--- src/rtl/mem_bus_arbiter.sv ---
`timescale 1ns/1ps
`default_nettype none
// ============================================================================
//  Module      : mem_bus_arbiter
//  Description : Round-robin arbiter sharing the memory/MMU data-bus port
//                between the CPU core (master 0) and a secondary requester
//                (master 1). One transaction in flight at a time; the winning
//                request is registered onto the slave side. A watchdog aborts
//                transactions the slave never acknowledges.
//  Revision    : 1.0 - initial release
// ============================================================================
module mem_bus_arbiter #(
    parameter int TIMEOUT = 255,  // slave cycles allowed per transaction; 0 disables watchdog
    parameter int CNT_W   = 8     // watchdog counter width, 2**CNT_W > TIMEOUT
) (
    input  logic        clk,
    input  logic        res,

    input  logic [31:0] m0_addr,
    input  logic [31:0] m0_dataOut,
    input  logic [1:0]  m0_accessType,
    input  logic [1:0]  m0_memLen,
    input  logic        m0_signed,
    output logic [31:0] m0_dataIn,
    output logic        m0_ready,
    output logic        m0_err,

    input  logic [31:0] m1_addr,
    input  logic [31:0] m1_dataOut,
    input  logic [1:0]  m1_accessType,
    input  logic [1:0]  m1_memLen,
    input  logic        m1_signed,
    output logic [31:0] m1_dataIn,
    output logic        m1_ready,
    output logic        m1_err,

    output logic [31:0] s_addr,
    output logic [31:0] s_dataOut,
    output logic [1:0]  s_accessType,
    output logic [1:0]  s_memLen,
    output logic        s_signed,
    input  logic [31:0] s_dataIn,
    input  logic        s_ready,

    output logic [1:0]  owner
);

    // Access-type encoding; NONE means "no request"
    localparam logic [1:0] ACC_NONE = 2'b00;

    localparam logic [0:0] ST_IDLE   = 1'b0;
    localparam logic [0:0] ST_ACCESS = 1'b1;

    localparam bit WD_EN = (TIMEOUT != 0);
    // The counter holds the number of completed non-ready ACCESS cycles, so
    // the TIMEOUT-th non-ready cycle is the one where it equals TIMEOUT-1.
    localparam logic [CNT_W-1:0] CNT_LAST = CNT_W'((TIMEOUT > 0) ? (TIMEOUT - 1) : 0);

    logic [0:0]       state_q, state_d;
    logic [1:0]       owner_q, owner_d;
    logic             last_q,  last_d;    // 1 = master 1 was granted last
    logic [31:0]      addr_q,  addr_d;
    logic [31:0]      wdat_q,  wdat_d;
    logic [1:0]       acc_q,   acc_d;
    logic [1:0]       len_q,   len_d;
    logic             sgn_q,   sgn_d;
    logic [CNT_W-1:0] cnt_q,   cnt_d;

    logic w_req0;
    logic w_req1;
    logic w_pick1;
    logic w_done;
    logic w_tmo;

    assign w_req0  = (m0_accessType != ACC_NONE);
    assign w_req1  = (m1_accessType != ACC_NONE);
    // Master 1 wins if it is the only requester, or on a tie when master 0 went last
    assign w_pick1 = w_req1 && (!w_req0 || !last_q);
    assign w_done  = (state_q == ST_ACCESS) && s_ready;
    // Ready in the timeout cycle takes priority, hence the !s_ready term
    assign w_tmo   = WD_EN && (state_q == ST_ACCESS) && !s_ready && (cnt_q == CNT_LAST);

    // State register: all arbiter state, synchronous active-low reset
    always_ff @(posedge clk) begin
        if (!res) begin
            state_q <= ST_IDLE;
            owner_q <= 2'b00;
            last_q  <= 1'b1;
            addr_q  <= '0;
            wdat_q  <= '0;
            acc_q   <= ACC_NONE;
            len_q   <= '0;
            sgn_q   <= 1'b0;
            cnt_q   <= '0;
        end else begin
            state_q <= state_d;
            owner_q <= owner_d;
            last_q  <= last_d;
            addr_q  <= addr_d;
            wdat_q  <= wdat_d;
            acc_q   <= acc_d;
            len_q   <= len_d;
            sgn_q   <= sgn_d;
            cnt_q   <= cnt_d;
        end
    end

    // Next-state logic: grant in IDLE, complete or abort in ACCESS
    always_comb begin
        state_d = state_q;
        owner_d = owner_q;
        last_d  = last_q;
        addr_d  = addr_q;
        wdat_d  = wdat_q;
        acc_d   = acc_q;
        len_d   = len_q;
        sgn_d   = sgn_q;
        cnt_d   = cnt_q;
        case (state_q)
            ST_IDLE: begin
                if (w_req0 || w_req1) begin
                    state_d = ST_ACCESS;
                    owner_d = w_pick1 ? 2'b10 : 2'b01;
                    last_d  = w_pick1;
                    cnt_d   = '0;
                    if (w_pick1) begin
                        addr_d = m1_addr;
                        wdat_d = m1_dataOut;
                        acc_d  = m1_accessType;
                        len_d  = m1_memLen;
                        sgn_d  = m1_signed;
                    end else begin
                        addr_d = m0_addr;
                        wdat_d = m0_dataOut;
                        acc_d  = m0_accessType;
                        len_d  = m0_memLen;
                        sgn_d  = m0_signed;
                    end
                end
            end
            ST_ACCESS: begin
                if (w_done || w_tmo) begin
                    state_d = ST_IDLE;
                    owner_d = 2'b00;
                    acc_d   = ACC_NONE;
                    cnt_d   = '0;
                end else if (WD_EN) begin
                    cnt_d = cnt_q + CNT_W'(1);
                end
            end
            default: state_d = ST_IDLE;
        endcase
    end

    // Output logic: completion/abort pulses and read data routed to the owner only
    always_comb begin
        m0_ready  = res && w_done && owner_q[0];
        m1_ready  = res && w_done && owner_q[1];
        m0_err    = res && w_tmo  && owner_q[0];
        m1_err    = res && w_tmo  && owner_q[1];
        m0_dataIn = (res && w_done && owner_q[0]) ? s_dataIn : 32'h0;
        m1_dataIn = (res && w_done && owner_q[1]) ? s_dataIn : 32'h0;
    end

    assign s_addr       = addr_q;
    assign s_dataOut    = wdat_q;
    assign s_accessType = acc_q;
    assign s_memLen     = len_q;
    assign s_signed     = sgn_q;
    assign owner        = owner_q;

endmodule
`default_nettype wire

--- config.mk ---
export PLATFORM = sky130hd
export DESIGN_NAME = mem_bus_arbiter
export DESIGN_NICKNAME = d
export VERILOG_FILES = /design/src/rtl/mem_bus_arbiter.sv
export SDC_FILE = /design/constraint.sdc
export NUM_CORES = 1
export LEC_CHECK = 0
export ABC_AREA = 1
export CORE_AREA = 10 10 124 126
export DETAILED_ROUTE_END_ITERATION = 6
export DIE_AREA = 0 0 134 136
export PLACE_DENSITY = 0.81
export SETUP_SLACK_MARGIN = 0.05
export SLEW_MARGIN = 25
export SYNTH_ARGS = -nofsm -noshare
export SYNTH_HDL_FRONTEND = slang
export SYNTH_SLANG_ARGS = --single-unit
export TNS_END_PERCENT = 30
--- constraint.sdc ---
create_clock -name clk -period 1.8 [get_ports clk]
set_input_delay 0.27 -clock clk [delete_from_list [all_inputs] [get_ports clk]]
set_output_delay 0.27 -clock clk [all_outputs]
set_load 0.01 [all_outputs]
Word level (Yosys, flattened, before mapping):

Index checks and enable logic that the tools add are counted.

* register bits after elaboration: 81
* input port bits: 173

* add/sub/neg operators: 1
* equal/unequal tests: 3
* mux-type cells: 19
* bitwise gates (word level): 1
* reductions and logical operators: 20

Operator list (count)
* 32-bit two-way mux: 4
* 8-bit two-way mux: 2
* 8-bit case mux with 2 select lines: 1
* 2-bit two-way mux: 6
* 1-bit logical AND: 10
* 8-bit by 1-bit adder with 8-bit output (second input constant): 1
* 8-bit equality test (second input constant): 1
* 2-bit case mux with 2 select lines: 2
* 2-bit AND reduction: 2
* 2-bit nonzero test: 2
* 1-bit logical NOT: 3
* 1-bit logical OR: 3
* 1-bit two-way mux: 3
* 2-bit by 1-bit != test with 1-bit output (second input constant): 1
* 2-bit != test (second input constant): 1
* 1-bit case mux with 2 select lines: 1
* 1-bit inverter: 1

Logic depth before layout (Yosys ltp):

Gate-level depths: netlist (run 1).

* word-level depth: 7
* mapped depth: 10
* gate-level depth less buffers: 10

Worst setup path after synthesis (run 1):

OpenSTA, ideal clock, no wires.

* kind: input to output
* start point: input port res
* end point: output port m0_dataIn[10]
* arrival: 1.235 ns
* path slack: 0.295 ns
* stages on the path: 6
* cell sequence: buf_2 -> nand3_1 -> nor2_1 -> inv_1 -> clkbuf_1 -> nor2_1

* word-level cells in the longest chain between the ends: 3

Ends and longest elaborated chain
* start: declaration: RTL line 17 `input logic res,`
* 1-bit logical AND (2 in series)
* named net m0_ready: RTL line 25 `output logic m0_ready,`
* 32-bit two-way mux: RTL line 161 `m0_dataIn = (res && w_done && owner_q[0]) ? s_dataIn : 32'h0;`
* end: declaration: RTL line 24 `output logic [31:0] m0_dataIn,`

The timed path passes the listed nets, and every way through them passes these cells.

Worst setup path after layout (run 1):

* start point: register state_q
* end point: output port m1_dataIn[25]

* word-level cells in the longest chain between the ends: 4

Ends and longest elaborated chain
* start: declaration: RTL line 59 `logic [0:0] state_q, state_d;`
* start signal: assignment: RTL line 96 `state_q <= state_d;`
* 1-bit logical AND: RTL line 79 `assign w_done = (state_q == ST_ACCESS) && s_ready;`
* 1-bit logical AND (2 in series): RTL line 162 `m1_dataIn = (res && w_done && owner_q[1]) ? s_dataIn : 32'h0;`
* 32-bit two-way mux: RTL line 162
* end: declaration: RTL line 33 `output logic [31:0] m1_dataIn,`

Every way passes these cells.

==> metrics, run 1 <==
Critical Path Fanout Max 16; capturing point of the worst reg2reg path owner[1]; Final Critical Period 1.73 ns; Hold Fails Final Rpt 0; largest net degree at the start of global routing 74; fin crit share between 90 and 100%; worst setup path startpoint state_q; crit path DAT about 1.5 ns; CP endpoint kind output pin; RSZ-0062 raised after global routing true; global-route wire length before repair 28100 um; Layout fillers between 1000 and 1500; Max rail drop VDD roughly 0.00049 V; skew final around 0.0045 ns; clock transition at the registers of the reported paths ~0.06 ns; min-delay src cnt_q[0]; Synth Instances 802; placer congestion estimate roughly 0.87; initial cell density of the core 35.3%; Reg2Reg Launch Point cnt_q[0]; Ys Warns 0; CTS Hold Bufs 0; Hold Crit Class reg2reg; Port Buffers 311; layout cells sized above 1 12.0%; Final setup viols 0; status complete, no violations; Unique masters post-synth 21; Die Y-Extent around 140 um; Synth area leader dfxtp_1; worst setup path class reg2out; hpwl dp 15300 um; syn_area_per_cell 5.72 sq um; Clock Sinks 81; P_leak 0.00425 uW; Seq/Total Area, Yosys 35.4%; Detail Route Antenna Nets 0; Post-Syn Area 4590 sq um; reg2reg path depth 9; row cnt 42; post-placement cell area 8030 sq um; Peak Freq approximately 580 MHz; CP Launch Type flop; gr ovfl total 0; total track usage between 10% and 20%; Slew Limit Headroom 46.2%; initial antenna violation count 2; drt initial violations 290; WL/cell between 10 and 15 um; CTS tree done; Hold Crit Depth 2; Area Overhead vs Synth 78.0%; Top-Level Pins 312; Bufs on Longest Clock Path 2; Routed WL about 19000 um; hold endpoint cnt_q[0]; Die Wd 134 um; critical path data required time 1.53 ns; drc violations 0; number of global-route vias before repair roughly 5400; top post-synthesis cells by area dfxtp_1 35%, nand2_1 19%, nor2_1 18%; Layout Cells excl Fill 1295; Num CTS Buffers 9; clk_lat worst skew 0.33 ns; total core area 13000 sq um; #FFs+latches synth between 80 and 90; H-Tree Level Count 3; share of the synthesized area in the top cell type a little over a third; measured slew at the worst slew-check pin 0.807 ns; max-cap viol count 0; dpl cells between 1000 and 1500; final instance area approximately 8200 sq um; Vias 5706; syn nets 977; Layout Nets between 1000 and 1500; drt pass-1 iters 4; root buf cell clkbuf_16; DIE AREA 18200 sq um; reg2reg setup slack 0.29 ns; Pins Over Slew Limit 0; DR vias/cell 4.41; Power Density approximately 700 nW/um^2
-- cells in the mapped netlist (all sizes together) --
master	number
clkbuf	17
xor2	1
o21bai	1
nor2	216
o21ai	4
buf	27
ha	2
inv	119
a21oi	9
nand4	10
nor3	3
nand2	236
dfxtp	81
nand3	76
-- registers in the layout, summed over array words and instances (netlist names) --
register,flops
s_addr,32
s_dataOut,32
cnt_q,8
owner,2
s_accessType,2
s_memLen,2
last_q,1
s_signed,1
state_q,1
-- layout by cell type, fill, tap and decap left out, types with 2 or more instances in the layout --
| cell type | count |
|---|---|
| a21oi_1 | 9 |
| buf_12 | 9 |
| buf_2 | 22 |
| buf_4 | 23 |
| clkbuf_16 | 9 |
| clkbuf_2 | 30 |
| clkdlybuf4s15_2 | 14 |
| clkdlybuf4s50_1 | 241 |
| clkinv_4 | 3 |
| dfxtp_1 | 80 |
| diode_2 | 2 |
| dlygate4sd2_1 | 3 |
| ha_1 | 2 |
| inv_1 | 113 |
| inv_2 | 5 |
| nand2_1 | 235 |
| nand3_1 | 74 |
| nand3_2 | 2 |
| nand4_1 | 10 |
| nor2_1 | 210 |
| nor2_2 | 2 |
| nor2_4 | 4 |
| nor3_2 | 2 |
| o21ai_0 | 3 |
-- critical path: stages, from the launching register on --
cell and delay, ns:
dfxtp_2 0.33, nand3_2 0.09, nor2_4 0.13, inv_2 0.09, buf_12 0.16, nor2_1 0.10
clkdlybuf4s15_2 0.24
-- area by class of cell --
class	count	area (sq um)	share of cell area, %
timing repair buffer	343	3240	39.6
multi-input combinational	558	2330	28.5
sequential	81	1620	19.9
inverter	119	449	5.50
clock buffer	9	225	2.76
tap	176	220	2.70
clock inverter	7	80.1	0.981
antenna	2	5.00	0.0613
-- through the flow --
step                      util (%)  power (uW)  TNS, ns  setup WS, ns  hold slack [ns]
after floorplan                  -        2930        0         0.295            0.461
after global placement        61.9        3940   -38.23        -0.390            0.464
after detailed placement      61.9        3960   -39.24        -0.418            0.471
after CTS                     64.3        5810        0        0.0455            0.480
after global routing          62.9        6080   -0.142       -0.0247            0.510
final                         62.9        5740        0        0.0650            0.462
-- power breakdown --
group / total (uW) / switching (uW) / leakage [uW] / internal, uW
combinational: 1840 / 870 / 0.00343 / 966
clock: 1840 / 747 / 0.000148 / 1090
sequential: 2070 / 87.9 / 0.000672 / 1980
-- how the worst max path moves through the flow --
stage                    end  cells past startpoint
6_report       m1_dataIn[25]                      6
5_1_grt        m1_dataIn[29]                      6
2_1_floorplan  m0_dataIn[10]                      6
3_5_place_dp   m0_dataIn[17]                      7
4_1_cts               m1_err                      7
3_3_place_gp    m1_dataIn[5]                      7
-- layer usage --
layer,share of wire [%],routed length [um],global-route usage [%]
met1,39,7390,19.8
met2,52,9880,35.8
met3,8.2,1560,6.79
met4,1.4,271,5.38
met5,0,0,0
-- logic make-up (layout without fill, tap and decap cells) --
logic type | count (synthesis) | after routing | synth area share [%]
AOI/OAI and AO/OA | 14 | 14 | 1.66
xor gates and xnor gates | 1 | 1 | 0.191
adders and majority gates | 2 | 2 | 0.545
buffers and inverters | 163 | 478 | 14.8
DFF | 81 | 81 | 35.4
other | 0 | 2 | 0
and+or+nand+nor | 541 | 541 | 47.5
-- repair_timing --
| item | CTS | global route |
|---|---|---|
| buffers inserted | 1 | 0 |
| gates cloned | 1 | 0 |
| resized for setup | 181 | 59 |
| setup endpoints to repair | 68 | 58 |
| pin swaps | 2 | 1 |
Power figures use the tool's default switching activity.
==> run 2: changes to the inputs <==
--- a/config.mk
+++ b/config.mk
@@ -5,10 +5,10 @@
 export SDC_FILE = /design/constraint.sdc
 export NUM_CORES = 1
 export LEC_CHECK = 0
-export ABC_AREA = 1
-export CORE_AREA = 10 10 124 126
+export ABC_AREA = 0
+export CORE_AREA = 10 10 120 122
 export DETAILED_ROUTE_END_ITERATION = 6
-export DIE_AREA = 0 0 134 136
+export DIE_AREA = 0 0 130 132
 export PLACE_DENSITY = 0.81
 export SETUP_SLACK_MARGIN = 0.05
 export SLEW_MARGIN = 25
==> run 2 against run 1 <==
Net effect:
- final cell count is 27% lower
- clock skew hardly changed
- power is 1.5% lower
- setup slack better by 0.019 ns
- global-route usage is 1.9 points higher
- register-to-register slack worse by 0.05 ns
- critical path type unchanged
- highest routed layer unchanged
==> metrics, run 2 <==
commonest non-fill, non-tap cell in the layout clkdlybuf4s50_1; root buf cell clkbuf_16; min-delay src m0_accessType[1]; Seq/Total Area, Yosys 40.4%; gr ovfl total 0; multi-input logic area 2310 sq um; Slew Limit Headroom 77.6%; #FFs+latches synth 81; Detail Route Antenna Nets 0; placer congestion estimate 0.866; total core area between 10000 and 15000 sq um; Layout Nets ~960; syn_area_per_cell ~8.6 sq um; initial cell density of the core 33.7%; P_leak 0.00346 uW; Synth area leader dfxtp_1; drt pass-1 iters 4; Die Y-Extent 132 um; DR vias/cell 5.09; worst setup path startpoint state_q; Peak Freq slightly below 600 MHz; initial antenna violation count 4; Post-synth EDFFs 0; Area Overhead vs Synth 96.3%; H-Tree Level Count 3; worst setup path class reg2out; Layout Cells excl Fill 939; Num CTS Buffers 9; P_sw 1440 uW; final instance area 7890 sq um; dpl cells 913; clock transition at the registers of the reported paths around 0.060 ns; post-synthesis adder-cell area fraction 0.623%; count leader, synth dfxtp_1; CP Launch Type flop; Max rail drop VDD 0.000524 V; hpwl dp 15200 um; register area 1620 sq um; global-route wire length before repair 28500 um; Clock Sinks 81; fin crit share a little over nine tenths; XOR/XNOR share of the synthesized area 0%; top post-synthesis cells by area dfxtp_1 40%, mux2i_1 17%, and2_1 10%; critical path data required time ~1.5 ns; Die Wd 130 um; Ys Warns 0; Final Critical Period 1.72 ns; total track usage about a fifth; Critical Path Fanout Max 16; Hold Crit Class in2reg; Pins Over Slew Limit 0; DIE AREA 17200 sq um; clk_lat worst skew 0.33 ns; layout cells sized above 1 20.9%; most frequent cells after synthesis 81 x dfxtp_1, 73 x a21oi_1, 73 x o21ai_0, 68 x mux2i_1, 66 x and2_1; asr flop ratio synth 0%; worst hold margin 0.417 ns; Port Buffers 311; Post-Syn Area 4020 sq um; Comb power frac 27.9%; Vias 4782; drt initial violations 133; Design Power about 5700 uW; measured slew at the worst slew-check pin 0.336 ns; crit path DAT 1.45 ns; Power Density 717 nW/um^2; Synth Flop Type dfxtp_1; Reg2Reg Launch Point cnt_q[0]; largest family of logic cells by synthesized area compound AO/OA/AOI/OAI gates; number of global-route vias before repair around 5000; syn nets 640; CP endpoint kind output pin; Clk pwr share 35.6%; post-synthesis compound-gate area fraction 20.6%; Synth Area in Simple Gates 16.3%; Layout fillers between 900 and 1000; Bufs on Longest Clock Path 2; Switching Share about a quarter; row cnt 40; Final setup viols 0; share of the synthesized area in the top cell type 40.4%; RSZ-0062 raised after global routing true; skew final 0.00404 ns; post-placement cell area about 7400 sq um; commonest cells after routing, fill and taps aside 239 x clkdlybuf4s50_1, 79 x dfxtp_1, 73 x a21oi_1, 72 x o21ai_0, 68 x mux2i_1; CTS tree done; Synth Instances approximately 470; max-cap viol count 0; Hold Fails Final Rpt 0; Top-Level Pins 312; Pint 4210 uW; Unique masters post-synth 35; drc violations 0; post-synthesis mux area share 16.9%; sequential power share a little over a third; status complete, no violations; WL/cell roughly 20 um; largest net degree at the start of global routing 84; Routed WL between 15000 and 20000 um
## run 2: cell count changes in the layout (fill, tap and decap cells not counted), moves of 6 or more
cell,before,now
buf_6,0,30
and2_4,0,30
and2_1,0,36
a21oi_1,9,73
nand4_1,10,2
inv_1,113,4
clkdlybuf4s15_2,14,0
clkbuf_2,30,7
nand3_1,74,5
buf_4,23,29
mux2i_1,0,68
o21ai_0,3,72
nor2_1,210,6
nand2_1,235,14
## run 2: metal layers
metal,track usage [%],vias to the layer above,part of all wire [%]
li1,-,2285,-
met1,19.6,2194,35
met2,37.4,257,50
met3,9.25,46,11
met4,11.6,0,4.6
met5,0,-,0
## run 2: final timing paths
path	end	slack (ns)	depth (start not counted)
setup reg to reg	owner[1]	0.24	7
hold / removal	s_accessType[1]	0.42	3
hold reg to reg	s_accessType[0]	0.46	2
setup / recovery	m1_dataIn[22]	0.08	5
## run 2: repair_timing
item / CTS / global route
endpoints found under the setup margin: 91 / 90
resized for setup: 247 / 101
buffers inserted: 4 / 0
pin swaps: 2 / 2
cloned: 2 / 1
hold buffers: 0 / 0
## run 2: cell families (layout without fill, tap and decap cells)
group                    Yosys count  after routing
AND/OR/NAND/NOR                  110            110
other                              0              4
adder cells (fa/ha/maj)            2              2
multiplexers                      68             68
flip-flops                        81             81
AO/OA/AOI/OAI                    159            159
buffers and inverters             45            368
## run 2: final cells by class
type,instances,share of cell area (%)
Sequential cell,81,20.6
Clock buffer,13,3.43
Multi-Input combinational cell,339,29.3
Timing Repair Buffer,348,43.3
Antenna cell,4,0.127
Inverter,5,0.238
Tap cell,147,2.33
Clock inverter,2,0.762
## run 2: through the flow
stage               setup WS [ns]  setup TNS (ns)  utilization, %
finish                     0.0843               0            66.2
global route             0.000900               0            66.2
CTS                       -0.0875         -0.0875            64.9
detailed placement         -0.393          -45.96            62.4
global placement           -0.345          -38.58            62.4
floorplan                   0.312               0               -
## run 2: critical path, stage by stage (launching register included)
cell and delay (ns):
dfxtp_2 0.36, and4_4 0.26, buf_12 0.11, buf_16 0.13, and2_1 0.13, buf_2 0.13
## run 2: power groups by stage
stage	Combinational, uW	Sequential [uW]	Clock (uW)
after floorplan	505	2170	0
after global placement	1520	2080	0
after detailed placement	1550	2090	0
after CTS	1560	2060	2060
after global routing	1700	2080	2140
final	1580	2060	2020
==> patch 1: new RTL, config.mk and constraints of run 1 <==
Set the parameter `CNT_W` to 12 (it was 8).
--- a/src/rtl/mem_bus_arbiter.sv
+++ b/src/rtl/mem_bus_arbiter.sv
@@ -11,7 +11,7 @@
 // ============================================================================
 module mem_bus_arbiter #(
     parameter int TIMEOUT = 255,  // slave cycles allowed per transaction; 0 disables watchdog
-    parameter int CNT_W   = 8     // watchdog counter width, 2**CNT_W > TIMEOUT
+    parameter int CNT_W   = 12     // watchdog counter width, 2**CNT_W > TIMEOUT
 ) (
     input  logic        clk,
     input  logic        res,
Behaviour: same outputs for any inputs over 10 cycles, from zero or initial values; that may be too few to reach the edited logic, so the function may still have changed.
==> patch 1 against run 1 <==
Die area did not move; highest routed layer unchanged; total power increased by 1.5%; synthesized area grew 5.1%; routed wire length fell by 3.7%; design area increased by 2.1%; sequential cell count grew 4; largest power group unchanged; setup slack gained 0.032 ns; worst hold slack lost 0.0056 ns; largest cell class unchanged.
==> patch 1: results (changes against run 1) <==
| Metric | Value |
|---|---|
| Leak pwr | `4.190 nW (-1.4%)` |
| Initial antenna violation count | `0 (-2)` |
| Mapped Nets | `876 (-10%)` |
| Global-route wire length before repair | `27.98 mm (-0.44%)` |
| Placed Cells incl. Taps | `1188 (-6.8%)` |
| Distinct cell type count after synthesis | `25 (+19%)` |
| Nets | `1200 (-6.8%)` |
| Post-synthesis compound-gate area fraction | `16.32% (+15 points)` |
| Reg2Reg Depth | `11 (+2)` |
| M3 GR Usage | `9.483% (+2.7 points)` |
| Max-slew headroom | `64.85% (+19 points)` |
| Register area share after synthesis | `35.29% (-0.064 points)` |
| Cells after Synth | `701 (-13%)` |
| Vias in the first global route | `5425 (+1.1%)` |
| Pre-CTS setup slack | `-0.4131 ns (+0.005114 ns)` |
| Top cells by count, synth | `166 x nand2_1, 109 x inv_1, 85 x dfxtp_1, 85 x nor2_1, 72 x nand3_1` |
| Share of cells above drive strength 1 | `20.70% (+8.7 points)` |
| CP delay by family, top | `simple AND/OR/NAND/NOR gates` |
| Net Switching | `1.655 mW (-2.9%)` |
| Critical Path AT | `1.43 ns (-0.03 ns)` |
| Via Count | `5503 (-3.6%)` |
| Post-Synth Adder-Cell Area | `0.5189% (-0.027 points)` |
| Met2 usage | `34.03% (-1.8 points)` |
| Status | `finished, final reports clean` |
| Post-synthesis xor/xnor area fraction | `0.9081% (+0.72 points)` |
| TritonRoute pass-1 iters | `5 (+1)` |
| Final Skew | `0.004210 ns (-0.0003205 ns)` |
| GPL Wtd Cong | `0.8622 (-1.2%)` |
| Gr usage total | `18.97% (-0.23 points)` |
| Detailed Route WL | `18.40 mm (-3.7%)` |
| Largest net degree at the start of global routing | `40 (-46%)` |
| 1st-iter DRT viols | `224 (-23%)` |
-- patch 1: what timing repair did --
action                                  4_1_cts  5_1_grt
buffers inserted                              2        0
resized for setup                           198       51
endpoints found under the setup margin       68       66
pin swaps                                     5        1
-- patch 1: power groups by stage --
stage / logic, mW / clock network (mW) / registers (mW)
6_report: 1.79 / 1.86 / 2.17
5_1_grt: 1.95 / 1.98 / 2.20
4_1_cts: 1.81 / 1.90 / 2.17
2_1_floorplan: 0.747 / 0 / 2.29
3_3_place_gp: 1.80 / 0 / 2.21
3_5_place_dp: 1.81 / 0 / 2.21
-- patch 1: layout make-up --
type                            count  area [µm²]
Clock buffer                       11       252.7
Clock inverter                      4       47.55
Fill cell                        1181        4639
Inverter                          125       474.2
Multi-Input combinational cell    448        2427
Sequential cell                    85        1707
Tap cell                          176       220.2
Timing Repair Buffer              356        3212
-- patch 1: routing by layer --
| layer | wire (µm) | vias to the layer above |
|---|---|---|
| li1 | - | 2845 |
| met1 | 6947 | 2411 |
| met2 | 9067 | 230 |
| met3 | 2080 | 17 |
| met4 | 302 | 0 |
| met5 | 0 | - |
-- patch 1: stage by stage --
step                power (mW)  utilization, %  instance area (µm²)  TNS (ns)
floorplan                3.040               -                 4822         0
global placement         4.003           64.00                 8307    -23.11
detailed placement       4.023           64.00                 8307    -25.49
CTS                      5.894           65.59                 8513         0
global route             6.129           64.26                 8341  -0.03549
finish                   5.825           64.26                 8341         0
-- patch 1: worst paths after layout --
path | slack, ns | start | to
hold / removal | 0.46 | s_accessType[1] | s_accessType[1]
setup reg to reg | 0.27 | cnt_q[0] | cnt_q[11]
setup / recovery | 0.1 | cnt_q[0] | m0_err
hold reg to reg | 0.46 | s_accessType[1] | s_accessType[1]
==> patch 2: new RTL, settings of run 1 <==
Made on the original files. Register the output `m0_err`, without a reset; this adds one clock of latency there. The other outputs are not delayed to match.
--- a/src/rtl/mem_bus_arbiter.sv
+++ b/src/rtl/mem_bus_arbiter.sv
@@ -55,6 +55,8 @@
     // The counter holds the number of completed non-ready ACCESS cycles, so
     // the TIMEOUT-th non-ready cycle is the one where it equals TIMEOUT-1.
     localparam logic [CNT_W-1:0] CNT_LAST = CNT_W'((TIMEOUT > 0) ? (TIMEOUT - 1) : 0);
+
+    logic m0_err_d;
 
     logic [0:0]       state_q, state_d;
     logic [1:0]       owner_q, owner_d;
@@ -156,7 +158,7 @@
     always_comb begin
         m0_ready  = res && w_done && owner_q[0];
         m1_ready  = res && w_done && owner_q[1];
-        m0_err    = res && w_tmo  && owner_q[0];
+        m0_err_d  = res && w_tmo  && owner_q[0];
         m1_err    = res && w_tmo  && owner_q[1];
         m0_dataIn = (res && w_done && owner_q[0]) ? s_dataIn : 32'h0;
         m1_dataIn = (res && w_done && owner_q[1]) ? s_dataIn : 32'h0;
@@ -169,6 +171,10 @@
     assign s_signed     = sgn_q;
     assign owner        = owner_q;
 
+    always_ff @(posedge clk) begin
+        m0_err <= m0_err_d;
+    end
+
 endmodule
 `default_nettype wire
 
Check against the original RTL: no difference found for any inputs over 10 cycles, from zero or initial values; that may be too few to reach the edited logic, so the function may still have changed.
==> patch 2 against run 1 <==
Clock power decreased by 3%; sequential cell count increased by 1; setup slack got worse by 0.0031 ns; cell count unchanged; total power decreased by 0.29%; highest routed layer unchanged; largest cell class unchanged; routed wire length increased by 3.1%; design area decreased by 0.90%; synthesized area increased by 0.44%; count of clock-buffer cells in the layout increased by 3; global-route usage increased by 0.95 points.
==> patch 2: results (changes against run 1) <==
| Metric | Value |
|---|---|
| Status | `finished, final reports clean` |
| H-tree level count | `3 (unchanged)` |
| Reg area | `1644 µm² (+1.3%)` |
| Met2 usage | `37.28% (+1.4 points)` |
| Via Count | `5802 (+1.7%)` |
| Critical Path Fanout Max | `15 (-1)` |
| Cells after Synth | `803 (+0.12%)` |
| R2R Path End | `s_addr[14]` |
| Met3 wire length | `1.739 mm (+11%)` |
| Clock sinks | `82 (+1.2%)` |
| Routed wl met2 | `10.03 mm (+1.5%)` |
| Fillers | `1250 (+2.0%)` |
| Max-slew headroom | `44.13% (-2.1 points)` |
| Met1 Resource Use GR | `20.28% (+0.45 points)` |
| WHS Endpoint | `m0_err` |
| 1st-iter DRT viols | `264 (-9.0%)` |
| Synthesized area per cell | `5.737 µm² (+0.31%)` |
| ClkCell Share | `3.541% (-0.20 points)` |
| FF-to-FF setup slack | `0.32 ns (+0.03 ns)` |
| Critical Path Start | `state_q` |
| CP Capture Point | `m0_dataIn[17]` |
| Top cells by count, synth | `235 x nand2_1, 214 x nor2_1, 116 x inv_1` |
| Clock buffers | `12 (+3)` |
| WHS | `0.4695 ns (+0.007635 ns)` |
| Pwr Density | `707.2 nW/µm² (+0.62%)` |
| WL/cell | `15.20 µm (+3.1%)` |
| Cell Area, Placed | `8031 µm² (about the same)` |
| Sequential power share | `36.6% (+0.6 points)` |
| Register area share after synthesis | `35.63% (+0.28 points)` |
| Global-route wire length before repair | `29.26 mm (+4.1%)` |
| Largest net degree at the start of global routing | `75 (+1.4%)` |
| Layout non-clock buf frac | `38.96% (-0.67 points)` |
| Hold-critical path depth | `4 (+2)` |
| Gr usage total | `20.15% (+0.95 points)` |
| Placed Cells incl. Taps | `1277 (+0.16%)` |
| Hold Path Origin | `s_ready` |
| Via density | `4.480 (+1.7%)` |
| Net Switching | `1.663 mW (-2.4%)` |
| DP HPWL | `15.49 mm (+1.3%)` |
| Met1 WL | `7.430 mm (+0.54%)` |
| Path type of the worst min-delay path | `in2reg` |
| Worst VDD drop | `425.7 µV (-13%)` |
| Final Skew | `0.002981 ns (-0.001550 ns)` |
-- patch 2: cell types whose count changed in the layout (fill, tap and decap cells not counted), sizes merged --
cell / change
buf: +14
clkbuf: -2
clkdlybuf4s15: -11
clkdlybuf4s50: +1
clkinv: -2
clkinvlp: -1
dfxtp: +1
dlymetal6s2s: +1
inv: -1
-- patch 2: repair_timing --
item                                   4_1_cts  5_1_grt
gates resized for setup                    192       61
setup endpoints to repair                   67       55
pin swaps                                    1        1
buffers inserted                             0        0
gates cloned                                 1        0
endpoints found under the hold margin        0        0
-- patch 2: worst max-delay path: stages, from the launching register on --
cell and delay, ns:
dfxtp_2 0.35, nand3_4 0.08, nor2_4 0.14, inv_4 0.07
buf_12 0.15, nor2_1 0.10, clkdlybuf4s15_2 0.24
-- patch 2: cells by family after synthesis --
group	Yosys count	share of synthesized area [%]
and+or+nand+nor	541	47.26
DFF	82	35.63
adders and majority gates	2	0.5431
buffers and inverters	163	14.72
AOI/OAI and AO/OA	14	1.657
xor gates and xnor gates	1	0.1901
